## src/rtl/writeback_regfile_pkg.sv

```systemverilog
// Shared constants and helpers for the write-back stage and its register file.
// Latency: n/a (declarations only).
// Backpressure: n/a (declarations only).
package writeback_regfile_pkg;

  // Architectural register address width (instruction rd/rs fields are 5 bits)
  localparam int REG_ADDR_BITS = 5;

  // Hard-wired zero register index
  localparam logic [REG_ADDR_BITS-1:0] X0_IDX = '0;

  // Retired-instruction counter width
  localparam int INSTRET_BITS = 64;

  // True when an address maps onto an implemented register (covers reg_count < 32)
  function automatic logic addr_in_range(input logic [REG_ADDR_BITS-1:0] addr,
                                         input int                       count);
    return (int'(addr) < count);
  endfunction

endpackage

```

## src/rtl/writeback_regfile_regfile_core.sv

```systemverilog
// Register storage: async-cleared array, one write port, two raw combinational read ports.
// Latency: writes land on the rising edge; reads are combinational (no bypass here).
// Backpressure: none; a write is accepted every cycle i_we is high.
module regfile_core
  import writeback_regfile_pkg::*;
#(
  parameter int data_bits = 32,
  parameter int reg_count = 32
) (
  input  logic                     clk,
  input  logic                     rst_n,
  input  logic                     i_we,
  input  logic [REG_ADDR_BITS-1:0] i_waddr,
  input  logic [data_bits-1:0]     i_wdata,
  input  logic [REG_ADDR_BITS-1:0] i_raddr1,
  input  logic [REG_ADDR_BITS-1:0] i_raddr2,
  output logic [data_bits-1:0]     o_rdata1,
  output logic [data_bits-1:0]     o_rdata2
);

  // x0 has no storage; entries start at index 1 so x0 and out-of-range
  // addresses never match a row and fall through to the zero default.
  logic [data_bits-1:0] r_regs [1:reg_count-1];

  // Storage update: async clear on reset, otherwise write the addressed row
  always_ff @(posedge clk or negedge rst_n) begin
    if (!rst_n) begin
      for (int i = 1; i < reg_count; i++) begin
        r_regs[i] <= '0;
      end
    end else if (i_we) begin
      for (int i = 1; i < reg_count; i++) begin
        if (i_waddr == REG_ADDR_BITS'(i)) begin
          r_regs[i] <= i_wdata;
        end
      end
    end
  end

  // Raw read muxes: unmatched addresses (x0, beyond reg_count) read zero
  always_comb begin
    o_rdata1 = '0;
    o_rdata2 = '0;
    for (int i = 1; i < reg_count; i++) begin
      if (i_raddr1 == REG_ADDR_BITS'(i)) begin
        o_rdata1 = r_regs[i];
      end
      if (i_raddr2 == REG_ADDR_BITS'(i)) begin
        o_rdata2 = r_regs[i];
      end
    end
  end

endmodule

```

## src/rtl/writeback_regfile.sv

```systemverilog
// Write-back stage: result mux, qualified register write, read bypass and instret counter.
// Latency: wb_data/wb_we/rsN_data combinational (zero-cycle write-to-read); state updates on the edge.
// Backpressure: none; one instruction retires per cycle whenever wb_valid is high.
module writeback_regfile
  import writeback_regfile_pkg::*;
#(
  parameter int data_bits = 32,
  parameter int reg_count = 32
) (
  input  logic                     clk,
  input  logic                     rst_n,
  input  logic                     wb_valid,
  input  logic                     reg_write,
  input  logic                     mem_to_reg,
  input  logic [data_bits-1:0]     alu_result,
  input  logic [data_bits-1:0]     data_memory_out,
  input  logic [REG_ADDR_BITS-1:0] rd,
  input  logic [REG_ADDR_BITS-1:0] rs1_addr,
  input  logic [REG_ADDR_BITS-1:0] rs2_addr,
  output logic [data_bits-1:0]     rs1_data,
  output logic [data_bits-1:0]     rs2_data,
  output logic [data_bits-1:0]     wb_data,
  output logic                     wb_we,
  output logic [INSTRET_BITS-1:0]  instret
);

  logic [data_bits-1:0]    w_wb_data;
  logic                    w_wb_we;
  logic [data_bits-1:0]    w_raw1;
  logic [data_bits-1:0]    w_raw2;
  logic                    w_byp1;
  logic                    w_byp2;
  logic [INSTRET_BITS-1:0] r_instret;

  // Result select and write qualification; bubbles and x0 never write
  always_comb begin
    w_wb_data = mem_to_reg ? data_memory_out : alu_result;
    w_wb_we   = wb_valid & reg_write & (rd != X0_IDX);
  end

  assign wb_data = w_wb_data;
  assign wb_we   = w_wb_we;

  regfile_core #(
    .data_bits (data_bits),
    .reg_count (reg_count)
  ) u_core (
    .clk      (clk),
    .rst_n    (rst_n),
    .i_we     (w_wb_we),
    .i_waddr  (rd),
    .i_wdata  (w_wb_data),
    .i_raddr1 (rs1_addr),
    .i_raddr2 (rs2_addr),
    .o_rdata1 (w_raw1),
    .o_rdata2 (w_raw2)
  );

  // Bypass hit per port: w_wb_we already excludes rd=0, so x0 can never bypass
  always_comb begin
    w_byp1 = w_wb_we && (rs1_addr == rd) && addr_in_range(rs1_addr, reg_count);
    w_byp2 = w_wb_we && (rs2_addr == rd) && addr_in_range(rs2_addr, reg_count);
  end

  // Read ports: forced to zero in reset, else pending write-back wins over storage
  always_comb begin
    rs1_data = '0;
    rs2_data = '0;
    if (rst_n) begin
      rs1_data = w_byp1 ? w_wb_data : w_raw1;
      rs2_data = w_byp2 ? w_wb_data : w_raw2;
    end
  end

  // Retired-instruction count: every valid instruction, wraps silently
  always_ff @(posedge clk or negedge rst_n) begin
    if (!rst_n) begin
      r_instret <= '0;
    end else if (wb_valid) begin
      r_instret <= r_instret + 1'b1;
    end
  end

  assign instret = r_instret;

endmodule
```

## config.mk

```make
export PLATFORM = sky130hd
export DESIGN_NAME = writeback_regfile
export DESIGN_NICKNAME = d
export VERILOG_FILES = /design/src/rtl/writeback_regfile_pkg.sv /design/src/rtl/writeback_regfile_regfile_core.sv /design/src/rtl/writeback_regfile.sv
export SDC_FILE = /design/constraint.sdc
export NUM_CORES = 2
export LEC_CHECK = 0
export BUFFER_PORTS_ARGS = -buffer_cell sky130_fd_sc_hd__buf_4
export CAP_MARGIN = 10
export CORE_MARGIN = 5
export CORE_UTILIZATION = 30
export CTS_CLUSTER_DIAMETER = 100
export DETAILED_ROUTE_END_ITERATION = 6
export HOLD_SLACK_MARGIN = 0.12
export PLACE_DENSITY = 0.53
export SETUP_SLACK_MARGIN = 0.02
export SLEW_MARGIN = 20
export SYNTH_ARGS = -nofsm -noshare
export SYNTH_HDL_FRONTEND = slang
export SYNTH_HIERARCHICAL = 1
export SYNTH_SLANG_ARGS = --single-unit
```

## constraint.sdc

```tcl
create_clock -name clk -period 3.3 [get_ports clk]
set_input_delay 0.33 -clock clk [delete_from_list [all_inputs] [get_ports clk]]
set_output_delay 0.33 -clock clk [all_outputs]
set_load 0.03 [all_outputs]
```

Word-level counts from Yosys, hierarchy flattened
Index checks and enable logic that the tools add are counted.

Register bits: 1056. Input port bits: 84. Word-level logic and storage cells: 231.

$add $sub $neg: 1. Equality and inequality tests: 95. Muxes and demuxes: 67. Bitwise logic cells: 2. Reduce and logical (&&, ||, !) cells: 34.

Operators with widths (count): 32-bit 2-to-1 mux (67); 5-bit equality test, second input constant (48); 5-bit by 4-bit equality test with 1-bit output, second input constant (24); 64-bit by 1-bit adder with 64-bit output, second input constant (1); 2-bit AND reduction (31); 5-bit by 3-bit equality test with 1-bit output, second input constant (12); 5-bit by 2-bit equality test with 1-bit output, second input constant (6); 5-bit by 1-bit equality test with 1-bit output, second input constant (3); 5-bit equality test (2); 5-bit nonzero test (1); 1-bit AND (2); 1-bit logical AND (2).

Longest topological paths before layout
Word-level depth: 34. Gate-level depth with buffers: 13. Depth with buffers taken out: 8.

Cells and area by module
The synthesis kept the hierarchy.

By module, submodules not included: regfile_core (times used 1, cells an instance 5289, area each 55712.2 µm², sequential area each 24823.8 µm²); writeback_regfile (times used 1, cells an instance 516, area each 4630.7 µm², sequential area each 1601.5 µm²).

Least setup slack after synthesis
Ideal clock, no wire load.

Path kind: input port to flip-flop. Start: input port rd[1]. End: register u_core/r_regs[353] in the netlist's numbering. Library setup time: 0.125 ns. Data arrival time: 2.611 ns. Setup slack: 0.564 ns. Cell stages on the path: 9. Path through: or4_1 > o211ai_2 > inv_1 > nand2_1 > nor3_1 > nand2b_1 > clkbuf_1 > buf_1 > mux2_2.

Word-level cells in the longest chain between the ends: 3. Elaborated cells between the ends (all ways): 4.

RTL lines: from (decl) (line writeback_regfile.sv:17) `input logic [REG_ADDR_BITS-1:0] rd,`; 5-bit nonzero test (line writeback_regfile.sv:38) `w_wb_we = wb_valid & reg_write & (rd != X0_IDX);`; 1-bit AND (line writeback_regfile.sv:38); net wb_we (line writeback_regfile.sv:23) `output logic wb_we,`; 2-bit AND reduction (no source line); to (signal, indexed assignment) (line writeback_regfile_regfile_core.sv:34) `r_regs[i] <= i_wdata;`; to (decl) (line writeback_regfile_regfile_core.sv:23) `logic [data_bits-1:0] r_regs [1:reg_count-1];`.

The timed path passes the listed nets, and every way through them passes these cells. A chain may end at the register's enable or synchronous reset.

Worst setup path after layout
Start: register u_core/r_regs[881] in the netlist's numbering. End: output port rs1_data[17].

Word-level cells in the longest chain between the ends: 30.

RTL lines: 32-bit 2-to-1 mux (28 in series) (line writeback_regfile_regfile_core.sv:45) `if (i_raddr1 == REG_ADDR_BITS'(i)) begin`; net w_raw1[17] (line writeback_regfile.sv:29) `logic [data_bits-1:0] w_raw1;`; 32-bit 2-to-1 mux (line writeback_regfile.sv:70) `rs1_data = w_byp1 ? w_wb_data : w_raw1;`; 32-bit 2-to-1 mux (line writeback_regfile.sv:69) `if (rst_n) begin`; to (decl) (line writeback_regfile.sv:20) `output logic [data_bits-1:0] rs1_data,`.

The timed path passes the listed nets, and every way through them passes these cells.

==> impl_results.md <==
- Status: complete, but fails checks
- Failing checks: design-rule violations, negative setup slack
- Nets: 6,913
- Hold Path Class: in2reg
- Hpwl dp: 259,000 um
- Switching Share: 32.2%
- Core area: 0.200 mm^2
- Clock group share of total power: 36.9%
- H-tree depth: 3
- Most frequent CP cell: o21ai_2
- IO Port Bufs: 244
- Sequential cell area: 0.0264 mm^2
- VDD IR-drop max: 0.000405 V
- Fillers: 19,500
- Total of max-cap violations: 0
- Crit share post-route: 121%
- Fmax: 251 MHz
- First-pass GRT wire length: 474,000 um
- Setup Viol. Count Final: 24
- Die H: 458 um
- Final WS setup: -0.684 ns
- Die Width: 458 um
- Via count: 59,600
- Largest net degree at the start of global routing: 129
- Initial Util: 30.2%
- DP Area: 0.0735 mm^2
- Routed WL per cell: 36.4 um
- RSZ-0062 raised after global routing: yes
- Vias per inst: 6.22
- Area occupied by multi-input gates: 0.0334 mm^2
- #FFs+latches synth: 1,056
- Share of post-route cells with drive strength above 1: 45.2%
- Syn Area/Cell: 10.4 um^2
- Prevailing post-synth register cell: dfrtp_1
- Sequential fraction of the synthesis area: 43.8%
- Slowest CP cell: a222oi_1
- Simple-gate share of the synthesized area: 8.86%
- Clk slew on worst S/H paths: 0.06 ns
- TritonCTS Buffers: 121
- Hold path cells: 4
- Inst Count DP: 9,273
- Slew headroom: 21.1%
- Area growth, synth to finish: 35.0%
- Post-route cell area: 0.0815 mm^2
- Cell family with most CP delay: compound AO/OA/AOI/OAI gates
- Post-Syn Nets: 5,890
- Slowest stage delay, CP: 0.89 ns
- Net load switching power: 0.0129 W
- Residual DRC: 9
- Cells along the critical path: mux2_4 > a32oi_2 > o21ai_2 > o221ai_2 > o211ai_1 > a222oi_1 > o21ai_2 > o211a_1 > buf_6
- CP Class: reg2out
- Flop pwr share: 41.6%
- Root Driver: clkbuf_16
- Initial antenna violation count: 15
- Startpoint types: flop
- Post-synthesis adder-cell area fraction: 0.0207%
- Compound-Gate Fraction of Synth Area: 18.7%
- Final WL: 349,000 um
- Main combinational cell family by area after synthesis: multiplexers
- Vias in the first global route: 58,200
- CTS Buffer Depth: 3
- Min cycle time layout: 3.98 ns
- Mux cell area share after synthesis: 22.9%
- Post-synth EDFFs: 0
- Total die area: 0.210 mm^2
- Comb power frac: 21.5%
- GP Congestion: 1.03
- Drt pass-1 iters: 7
- Finished Layout Cells: 9,597
- Crit end category: output port
- Async SR Flop Fraction: 100%
- XOR/XNOR Fraction of Synth Area: 1.06%
- Final slew viol count: 0
- Site Rows: 164
- Synth Cell Area: 0.0603 mm^2
- Clock Latency Late Sink: 0.79 ns
- Post-DRT Antenna Nets: 0
- CTS tree: yes
- Initial drt markers: 8,480
- Final Skew: 0.0115 ns
- Total I/O pin count: 245
- Pwr dens: 490 mW/mm^2
- Power consumption: 0.0399 W
- Synth warnings: 6
- Final hold vios: 0
- Buffer and inverter count on the worst path: 1
- Worst Tran Pin Value: 1.18 ns
- Gr ovfl total: 0
- Leak pwr: 37.3 nW
- # clock sinks: 1,056
- Worst Path Required: 2.97 ns
- Internal power: 0.0271 W
- Instance count on the critical path: 9
- WP data arrival: 3.65 ns
- GRT Total Usage: 31.7%
- Cell variety after synth: 100
- Synth Instances: 5,805
- Worst reg2reg path depth: 6
- Crit-path max FO: 3
[timing repair]
| action | in CTS | in global routing |
|---|---|---|
| resized for setup | 404 | 249 |
| hold buffers | 4 | 0 |
| endpoints found under the hold margin | 24 | 0 |
| setup buffers | 51 | 45 |
| gates cloned | 2 | 8 |
| setup endpoints to repair | 64 | 63 |
| pin swaps | 166 | 158 |
[layer usage]
layer  wire length [um]  global-route usage (%)  up-vias
met1             138000                    41.9    30800
met3              36200                    7.56     1006
met4              25700                    18.8        6
li1                   -                       -    23800
met2             149000                    47.1     4093
met5                 30                       0        -
[state kept, by name, indices dropped and copies added (netlist names)]
register,cells
instret,64
u_core/r_regs,992
[placed cells by master, fill, tap and decap left out, drive strengths merged, types with 46 or more instances in the layout]
| cell | count |
|---|---|
| nand2 | 363 |
| o22ai | 222 |
| dfrtp | 1056 |
| a221oi | 46 |
| o211a | 69 |
| nand4 | 46 |
| a211oi | 56 |
| nor3 | 79 |
| a21oi | 364 |
| nand3 | 88 |
| a22oi | 123 |
| clkbuf | 181 |
| buf | 1437 |
| mux2 | 1048 |
| inv | 68 |
| mux2i | 177 |
| o211ai | 49 |
| o221ai | 49 |
| nor2 | 321 |
| o21ai | 436 |
[power groups by stage]
| stage | registers (W) | clock network, W | logic [W] |
|---|---|---|---|
| after floorplan | 0.0160 | 0 | 0.00402 |
| after global placement | 0.0167 | 0 | 0.00757 |
| after detailed placement | 0.0167 | 0 | 0.00768 |
| after CTS | 0.0165 | 0.0149 | 0.00813 |
| after global routing | 0.0167 | 0.0154 | 0.00887 |
| final | 0.0166 | 0.0147 | 0.00857 |
[cells by family after synthesis]
family	after synthesis
mux	1237
buf+inv	620
simple gates	1095
compound gates	1723
flops	1056
fa+ha+maj	1
xor+xnor	73
[cells in the mapped netlist, types with 11 or more instances]
cell type     n  share of area (%)
o211a_1      69                1.1
nor2b_1      36               0.37
nor3_1       74               0.61
o22a_1       12               0.17
clkbuf_1    246                1.5
o32ai_1      18               0.26
nor2_1      309                1.9
nand3_1      87               0.72
a32oi_1      16               0.23
a22o_1       30               0.44
and3_1       13               0.13
o31ai_1      18               0.22
a31oi_1      33               0.34
xnor2_1      34               0.49
o2bb2ai_1    16               0.23
a211oi_1     55               0.68
o21ai_0     423                3.5
nor4_1       16               0.17
inv_1        67               0.42
a22oi_1     122                1.5
mux4_2       12               0.45
a21oi_1     364                3.0
mux2_2     1045                 20
o21a_1       11               0.14
mux2i_1     177                2.9
nand4_1      42               0.44
a221oi_1     45               0.65
o221ai_1     49               0.71
dfrtp_1    1056                 44
a222oi_1     22               0.36
buf_1        48               0.30
nand2_1     359                2.2
a21o_1       27               0.34
buf_4        38               0.47
o211ai_1     48               0.60
xor2_1       39               0.57
o22ai_1     222                2.3
nand2b_1     39               0.40
or3_1        17               0.18
o21ai_1      13               0.11
a221o_1      24               0.40
buf_2       212                1.8
[final timing paths]
kind,to,start,slack [ns]
max in group asynchronous,u_core/r_regs[802],rst_n,1.59
setup / recovery,rs1_data[17],u_core/r_regs[881],-0.68
setup reg to reg,instret[58],instret[0],0.75
hold reg to reg,instret[63],instret[63],0.50
hold / removal,instret[6],wb_valid,0.19
min in group asynchronous,u_core/r_regs[204],rst_n,0.21
[stage by stage]
stage                     TNS, ns  setup slack, ns  util, %  hold WS, ns
after floorplan                 0            0.564        -       0.0344
after global placement     -15.41           -0.745     36.8        0.429
after detailed placement   -15.39           -0.773     36.8        0.437
after CTS                   -3.38           -0.792     40.0        0.139
after global routing        -3.91           -0.636     40.7        0.164
final                       -3.27           -0.684     40.8        0.190
[worst reg2reg max path: cells and delay by family (launching register included)]
kind | cells | cell delay (ns)
XOR/XNOR | 1 | 0.16
adder cells (fa/ha/maj) | 1 | 0.23
flip-flops | 1 | 0.45
AND/OR/NAND/NOR | 4 | 1.63
[cell type report]
cell class	instances	share of cell area [%]
tap	2656	4.08
inverter	68	0.318
antenna	8	0.0246
timing repair buffer	1452	16.8
clock inverter	56	0.916
sequential	1056	32.5
multi-input combinational	4129	41.0
clock buffer	172	4.38
Power figures use the tool's default switching activity.
